`config.mk`:
```
export PLATFORM = sky130hd
export DESIGN_NAME = param_rom_stream_ctrl
export DESIGN_NICKNAME = d
export VERILOG_FILES = /design/src/rtl/param_stream_pkg.sv /design/src/rtl/param_stream_fifo.sv /design/src/rtl/param_rom_stream_ctrl.sv
export SDC_FILE = /design/constraint.sdc
export NUM_CORES = 2
export LEC_CHECK = 0
export ABC_CLOCK_PERIOD_IN_PS = 201700
export CORE_MARGIN = 2
export CORE_UTILIZATION = 50
export DETAILED_ROUTE_END_ITERATION = 6
export PLACE_DENSITY = 0.72
export SYNTH_ARGS = -nofsm -noshare
export SYNTH_HDL_FRONTEND = slang
export SYNTH_SLANG_ARGS = --single-unit
```
`constraint.sdc`:
```
create_clock -name clk -period 201.7 [get_ports clk]
set_input_delay 60.51 -clock clk [delete_from_list [all_inputs] [get_ports clk]]
set_output_delay 60.51 -clock clk [all_outputs]
set_load 0.01 [all_outputs]
```
`src/rtl/param_stream_pkg.sv`:
```
// Shared types and sizing helpers for the parameter ROM streamer.
// The FIFO depth helper keeps the top and the buffer agreeing on default sizes.
package param_stream_pkg;

  typedef enum logic [1:0] {
    S_IDLE  = 2'd0,
    S_RUN   = 2'd1,
    S_DRAIN = 2'd2,
    S_DONE  = 2'd3
  } state_t;

  localparam int DEFAULT_ROM_LATENCY = 2;

  // Two entries beyond the ROM pipeline let reads keep flowing at one beat per cycle.
  function automatic int fifo_depth_for(input int rom_latency);
    return rom_latency + 2;
  endfunction

  localparam int DEFAULT_FIFO_DEPTH = fifo_depth_for(DEFAULT_ROM_LATENCY);

endpackage

```
`src/rtl/param_stream_fifo.sv`:
```
// First-word fall-through FIFO with async reset carrying {last, data} beats.
// A push is accepted while full when the head is popped in the same cycle.
module param_stream_fifo
  import param_stream_pkg::*;
#(
  parameter int WIDTH = 513,
  parameter int DEPTH = DEFAULT_FIFO_DEPTH,
  parameter int CW    = $clog2(DEPTH + 1)
) (
  input  logic             clk,
  input  logic             rst,
  input  logic             push,
  input  logic [WIDTH-1:0] push_data,
  input  logic             pop,
  output logic [WIDTH-1:0] head,
  output logic             empty,
  output logic [CW-1:0]    count
);

  localparam int PW = (DEPTH > 1) ? $clog2(DEPTH) : 1;

  logic [WIDTH-1:0] mem_r [DEPTH];
  logic [PW-1:0]    wr_ptr_r;
  logic [PW-1:0]    rd_ptr_r;
  logic [CW-1:0]    count_r;
  logic             full_s;
  logic             do_push_s;
  logic             do_pop_s;

  function automatic logic [PW-1:0] next_ptr(input logic [PW-1:0] p);
    if (p == PW'(DEPTH - 1)) begin
      return PW'(0);
    end else begin
      return p + PW'(1);
    end
  endfunction

  // Qualify push/pop against occupancy.
  always_comb begin
    full_s    = (count_r == CW'(DEPTH));
    do_pop_s  = pop && (count_r != CW'(0));
    do_push_s = push && (!full_s || do_pop_s);
  end

  // Storage, pointers and occupancy.
  always_ff @(posedge clk or posedge rst) begin
    if (rst) begin
      for (int i = 0; i < DEPTH; i++) begin
        mem_r[i] <= {WIDTH{1'b0}};
      end
      wr_ptr_r <= PW'(0);
      rd_ptr_r <= PW'(0);
      count_r  <= CW'(0);
    end else begin
      if (do_push_s) begin
        mem_r[wr_ptr_r] <= push_data;
        wr_ptr_r        <= next_ptr(wr_ptr_r);
      end
      if (do_pop_s) begin
        rd_ptr_r <= next_ptr(rd_ptr_r);
      end
      case ({do_push_s, do_pop_s})
        2'b10:   count_r <= count_r + CW'(1);
        2'b01:   count_r <= count_r - CW'(1);
        default: count_r <= count_r;
      endcase
    end
  end

  assign head  = mem_r[rd_ptr_r];
  assign empty = (count_r == CW'(0));
  assign count = count_r;

endmodule

```
`src/rtl/param_rom_stream_ctrl.sv`:
```
// Sequences reads from a fixed-latency parameter ROM into a valid/ready stream,
// replaying the whole tensor num_passes times per start command.
module param_rom_stream_ctrl
  import param_stream_pkg::*;
#(
  parameter int DATA_WIDTH  = 512,
  parameter int OUT_DEPTH   = 32,
  parameter int ROM_LATENCY = DEFAULT_ROM_LATENCY,
  parameter int ADDR_WIDTH  = $clog2(OUT_DEPTH) + 1,
  parameter int PASS_WIDTH  = 16,
  parameter int FIFO_DEPTH  = fifo_depth_for(ROM_LATENCY)
) (
  input  logic                  clk,
  input  logic                  rst,
  input  logic                  start,
  input  logic [PASS_WIDTH-1:0] num_passes,
  output logic                  busy,
  output logic                  done,
  output logic [ADDR_WIDTH-1:0] rom_addr,
  output logic                  rom_ce,
  input  logic [DATA_WIDTH-1:0] rom_q,
  output logic [DATA_WIDTH-1:0] data_out,
  output logic                  data_out_valid,
  input  logic                  data_out_ready,
  output logic                  data_out_last
);

  localparam int CW = $clog2(FIFO_DEPTH + 1);
  localparam int SW = $clog2(ROM_LATENCY + FIFO_DEPTH + 1);

  state_t                  state_r;
  state_t                  state_next_s;
  logic [ADDR_WIDTH-1:0]   addr_r;
  logic [ADDR_WIDTH-1:0]   rom_addr_r;
  logic [PASS_WIDTH-1:0]   pass_cnt_r;
  logic [PASS_WIDTH-1:0]   passes_r;
  logic [ROM_LATENCY-1:0]  tag_r;
  logic [ROM_LATENCY-1:0]  last_tag_r;
  logic                    busy_r;
  logic                    done_r;
  logic [CW-1:0]           fifo_count_s;
  logic                    fifo_empty_s;
  logic [DATA_WIDTH:0]     fifo_head_s;
  logic [SW-1:0]           inflight_s;
  logic [SW-1:0]           occupancy_s;
  logic                    issue_s;
  logic                    addr_end_s;
  logic                    final_issue_s;
  logic                    accept_s;
  logic                    push_s;

  // Reads are issued only while every outstanding word is guaranteed a FIFO slot.
  always_comb begin
    inflight_s = SW'(0);
    for (int i = 0; i < ROM_LATENCY; i++) begin
      inflight_s = inflight_s + SW'(tag_r[i]);
    end
    occupancy_s   = inflight_s + SW'(fifo_count_s);
    addr_end_s    = (addr_r == ADDR_WIDTH'(OUT_DEPTH - 1));
    issue_s       = (state_r == S_RUN) && (occupancy_s < SW'(FIFO_DEPTH));
    final_issue_s = issue_s && addr_end_s && (pass_cnt_r == passes_r - PASS_WIDTH'(1));
    accept_s      = (state_r == S_IDLE) && start && (num_passes != PASS_WIDTH'(0));
    push_s        = tag_r[ROM_LATENCY-1];
  end

  // Next-state logic.
  always_comb begin
    state_next_s = state_r;
    case (state_r)
      S_IDLE: begin
        if (start) begin
          state_next_s = (num_passes != PASS_WIDTH'(0)) ? S_RUN : S_DONE;
        end else begin
          state_next_s = S_IDLE;
        end
      end
      S_RUN: begin
        if (final_issue_s) begin
          state_next_s = S_DRAIN;
        end else begin
          state_next_s = S_RUN;
        end
      end
      S_DRAIN: begin
        if ((inflight_s == SW'(0)) && fifo_empty_s && !push_s) begin
          state_next_s = S_DONE;
        end else begin
          state_next_s = S_DRAIN;
        end
      end
      S_DONE:  state_next_s = S_IDLE;
      default: state_next_s = S_IDLE;
    endcase
  end

  // State register with busy/done registered from the next state.
  always_ff @(posedge clk or posedge rst) begin
    if (rst) begin
      state_r <= S_IDLE;
      busy_r  <= 1'b0;
      done_r  <= 1'b0;
    end else begin
      state_r <= state_next_s;
      busy_r  <= (state_next_s == S_RUN) || (state_next_s == S_DRAIN);
      done_r  <= (state_next_s == S_DONE);
    end
  end

  // rom_addr is the first ROM pipeline stage, so ROM_LATENCY counts from the issue cycle.
  always_ff @(posedge clk or posedge rst) begin
    if (rst) begin
      addr_r     <= ADDR_WIDTH'(0);
      rom_addr_r <= ADDR_WIDTH'(0);
      pass_cnt_r <= PASS_WIDTH'(0);
      passes_r   <= PASS_WIDTH'(0);
      tag_r      <= ROM_LATENCY'(0);
      last_tag_r <= ROM_LATENCY'(0);
    end else begin
      if (accept_s) begin
        passes_r   <= num_passes;
        addr_r     <= ADDR_WIDTH'(0);
        pass_cnt_r <= PASS_WIDTH'(0);
      end else if (issue_s) begin
        rom_addr_r <= addr_r;
        if (addr_end_s) begin
          addr_r     <= ADDR_WIDTH'(0);
          pass_cnt_r <= pass_cnt_r + PASS_WIDTH'(1);
        end else begin
          addr_r <= addr_r + ADDR_WIDTH'(1);
        end
      end
      tag_r[0]      <= issue_s;
      last_tag_r[0] <= issue_s && addr_end_s;
      for (int i = 1; i < ROM_LATENCY; i++) begin
        tag_r[i]      <= tag_r[i-1];
        last_tag_r[i] <= last_tag_r[i-1];
      end
    end
  end

  param_stream_fifo #(
    .WIDTH (DATA_WIDTH + 1),
    .DEPTH (FIFO_DEPTH),
    .CW    (CW)
  ) u_fifo (
    .clk       (clk),
    .rst       (rst),
    .push      (push_s),
    .push_data ({last_tag_r[ROM_LATENCY-1], rom_q}),
    .pop       (data_out_ready),
    .head      (fifo_head_s),
    .empty     (fifo_empty_s),
    .count     (fifo_count_s)
  );

  assign busy           = busy_r;
  assign done           = done_r;
  assign rom_addr       = rom_addr_r;
  assign rom_ce         = ~rst;
  assign data_out       = fifo_head_s[DATA_WIDTH-1:0];
  assign data_out_valid = ~fifo_empty_s;
  assign data_out_last  = fifo_head_s[DATA_WIDTH] & ~fifo_empty_s;

endmodule
```
# After elaboration in Yosys (flattened, before gate mapping)
# Cells that the tools add are included.
word_totals:
  register_bits: 2111
  input_bits: 532
  out_inout_bits: 523
classes:
  add_sub_neg: 9
  n_lt_le_gt_ge: 4
  n_eq_ne: 13
  n_mux: 20
  bitwise_logic: 6
  n_reduce_logical: 24
op_table:
  columns: ["op", "n"]
  rows:
  - ["$bwmux W2052", 1]
  - ["$mux W513", 3]
  - ["$bmux W513 S2", 1]
  - ["$demux W513 S2", 1]
  - ["$mux W16", 3]
  - ["$mux W6", 3]
  - ["$add A16 B1 Y16 const B", 1]
  - ["$eq A16 B16 Y1", 1]
  - ["$reduce_bool A16 Y1", 1]
  - ["$sub A16 B1 Y16 const B", 1]
  - ["$eq A2 B2 Y1 const B", 7]
  - ["$logic_and A1 B1 Y1", 10]
  - ["$mux W2", 5]
  - ["$pmux W2 S4", 1]
  - ["$add A6 B1 Y6 const B", 1]
  - ["$eq A2 B1 Y1 const B", 3]
  - ["$eq A6 B5 Y1 const B", 1]
  - ["$ge A3 B3 Y1 const B", 2]
  - ["$logic_not A3 Y1", 2]
  - ["$not A2 Y3", 2]
  - ["$pmux W3 S2", 1]
  - ["$reduce_bool A2 Y1", 3]
  - ["$add A2 B1 Y2 const B", 2]
  - ["$reduce_and A2 Y1", 2]
  - ["other kinds (14)", 18]

# Longest topological paths before layout
depth:
  word_depth: 10
  ltp_mapped: 10

# Hierarchy
# A second synthesis with hierarchy kept.
unflattened:
  cells_unflattened: 5317
  area_unflattened_um2: 99576.8
modules_own_cells:
  columns: ["mod", "instances", "cells_each", "area_per_inst_um2", "seq_area_each_um2"]
  rows:
  - ["param_stream_fifo", 1, 5000, 96595.1, 51524.4]
  - ["param_rom_stream_ctrl", 1, 317, 2981.6, 1301.2]

# Least setup slack after synthesis
# OpenSTA, ideal clock, no wires.
synth_path:
  path_kind: "input to output"
  from: "input rst"
  to: "output rom_ce"
  t_arrival_ns: 103.791
  slack_ns: 37.399
  stages: 1
  n_path_buf: 0
  cell_sequence: "inv_1"
synth_via:
  elab_chain_len: 1
synth_lines:
  columns: ["element", "line_no", "rtl"]
  rows:
  - ["from (decl)", "param_rom_stream_ctrl.sv:14", "input logic rst,"]
  - ["$not A1 Y1", "param_rom_stream_ctrl.sv:159", "assign rom_ce = ~rst;"]
  - ["to (decl)", "param_rom_stream_ctrl.sv:20", "output logic rom_ce,"]
# Every way passes these cells.

# Worst setup path in the final report
# Same ends and word-level chain as after synthesis.

==> out/summary.txt <==
status: completed
CP arrival: 62.14 ns
Detail Placement HPWL: 153 mm
Hold Path Class: reg2reg
Max Cap Viol: 0
layout cells sized above 1: 0.405
Global Route Usage Sum: 0.251
vias in the first global route: 55000
CP Data Required Time: 141.19 ns
via count: 51500
critical path cell sequence: clkdlybuf4s50_1 > inv_8 > clkdlybuf4s50_1
DP Area: 104000 sq um
largest net degree at the start of global routing: 196
Yosys top cell by area: dfrtp_1
Post-CTS Hold Buffers: 0
grt total ovfl: 0
clock sinks: 2111
initial antenna violation count: 103
drt pass-1 iters: 5
Max-slew headroom: 0.256
Crit-path slowest cell: clkdlybuf4s50_1
end-of-flow core utilization: 0.617
die height: 430 microns
FFs w/ async S/R, synth: 1.00
most used cell, CP: clkdlybuf4s50_1
footprint of the multi-input gates: 36400 sq um
net count after synthesis: 5871
Nets: 6870
leakage: 46.3 nW
die area: 185000 sq um
Final Hold Viols: 0
clock root buffer: clkbuf_16
register bit total from synthesis: 2111
H-Tree Depth: 4
top-count cell post-synth: dfrtp_1
clk_skew: 0.0504 ns
crit path capture type: output port
Synth area leaders: dfrtp_1 (58%), mux2_2 (21%), mux4_2 (13%)
Clock Latency Late Sink: 0.88 ns
setup TNS: 0 ns
Max Slew Vio Count: 0
Top Ports: 1055
port buffer count: 1054
Avg WL per Cell: 26.0 microns
Finish-stage setup viols: 0
Final Cycle Share: 0.608
Starting Density: 0.502
syn avg cell area: 17.0 sq um
RSZ-0062 raised after global routing: false
CTS Buf Count: 220
Residual DRC: 0
CP Max Fanout: 70
Startpoint Class: primary input
yosys warns: 0
dominant synthesized flop cell: dfrtp_1
maximum clock frequency: 0.00815 GHz
Post-synth EDFFs: 0
Final Wtd Congestion: 0.831
cells after synthesis: 5325
clock-pin slew on the worst setup and hold paths: 0.06 ns
Seq/Total Area, Yosys: 0.583
Netlist cell types: 50
Mapped Area: 90600 sq um
Area Growth Syn to Fin: 22.8%
first-pass GRT wire length: 353 mm
worst vdd ir: 12.4 uV
post-CTS setup buffers: 0
Finished Cell Area: 111000 sq um
CTS tree: yes
core area: 180000 sq um
post-route ant nets: 0
Clock Path Buffers: 3
Crit Path Category: in2out
register area: 52800 sq um
Die X: 430 microns
num rows: 156
Post-Route WL: 232 mm
Least-Margin Pin Slew: 1.12 ns
Post-synth top cells: dfrtp_1 (2111), mux2_2 (1674), mux4_2 (513)
PwrDens: 19.4 nW/um^2
initial DRC count: 2837
PostCTS Resize Cnt: 0
Tmin final: 122.65 ns
Via-to-Cell Ratio: 5.77
fill cell count: 13300
max incr delay on CP: 0.65 ns
top cell type's share of synthesized area: 0.583
-- power breakdown --
part           switching, mW  internal [mW]
logic                  0.417          0.572
clock network          0.171          0.248
registers              0.109          0.643
-- state kept, by name, summed over array words and instances (netlist names), 2 cells and up --
| register | flops |
|---|---|
| u_fifo.rd_ptr_r | 2 |
| addr_r | 6 |
| last_tag_r | 2 |
| u_fifo.mem_r | 2052 |
| rom_addr | 6 |
| tag_r | 2 |
| state_r | 2 |
| u_fifo.wr_ptr_r | 2 |
| passes_r | 16 |
| u_fifo.count | 3 |
| pass_cnt_r | 16 |
-- critical path: cells and delay by family --
family / cells / cell delay [ns]
buffers and inverters: 3 / 1.60
-- cell type report --
class                      count  area share
antenna                       52     0.00117
multi-input combinational   2846       0.327
timing repair buffer        1129       0.101
clock inverter                80     0.00961
tap                         2370      0.0266
inverter                      16    0.000607
clock buffer                 321      0.0588
sequential                  2111       0.475
-- layer usage --
layer  share of wire  global-route usage  wire length (microns)
met1            0.39               0.309                  90900
met2            0.50               0.403                 115000
met3           0.059              0.0680                  13600
met4           0.051               0.142                  11900
met5          0.0018                   0                    414
-- worst paths after layout --
path | from | endpoint | slack (ns) | cells after the start
hold reg to reg | last_tag_r[0] | last_tag_r[1] | 0.37 | 0
max in group asynchronous | rst | u_fifo.mem_r[1862] | 136.62 | 7
setup / recovery | rst | rom_ce | 79.05 | 3
hold / removal | last_tag_r[0] | last_tag_r[1] | 0.37 | 0
min in group asynchronous | rst | u_fifo.mem_r[1544] | 60.14 | 2
setup reg to reg | u_fifo.count[2] | u_fifo.mem_r[1213] | 196.63 | 7
-- through the flow --
stage	instances	setup slack, ns	power [mW]	hold WS (ns)
4_1_cts	8873	79.01	2.18	0.371
3_5_place_dp	8472	79.01	1.76	0.357
3_3_place_gp	8472	79.00	1.72	0.357
2_1_floorplan	5325	37.40	1.35	0.331
5_1_grt	8924	78.95	2.27	0.380
6_report	8925	79.05	2.16	0.369
-- cell families (layout without fill, tap and decap cells) --
family | count (synthesis) | after routing | synth area share
compound gates | 46 | 46 | 0.00341
flops | 2111 | 2111 | 0.583
buf+inv | 368 | 1546 | 0.0154
xor+xnor | 39 | 39 | 0.00377
other cells | 0 | 52 | 0
mux | 2567 | 2567 | 0.383
simple gates | 180 | 180 | 0.00961
fa+ha+maj | 14 | 14 | 0.00202
-- placed cells by master, fill, tap and decap left out, types with 5 or more instances in the layout --
master,count
buf_4,64
clkbuf_1,39
clkdlybuf4s50_1,1054
diode_2,52
and3_1,8
a31oi_1,5
nor3_1,8
mux4_2,513
buf_12,11
nand3_1,19
a21oi_1,7
clkinv_16,5
ha_1,13
inv_1,14
mux2_2,1674
mux2_1,379
nand2_1,68
clkinv_2,44
bufinv_16,18
xnor2_1,19
nor4_1,7
clkbuf_16,223
clkbuf_8,59
o21ai_0,13
nor2_1,32
nand4_1,8
dfrtp_1,2109
xor2_1,20
(Power assumes the default switching activity.)
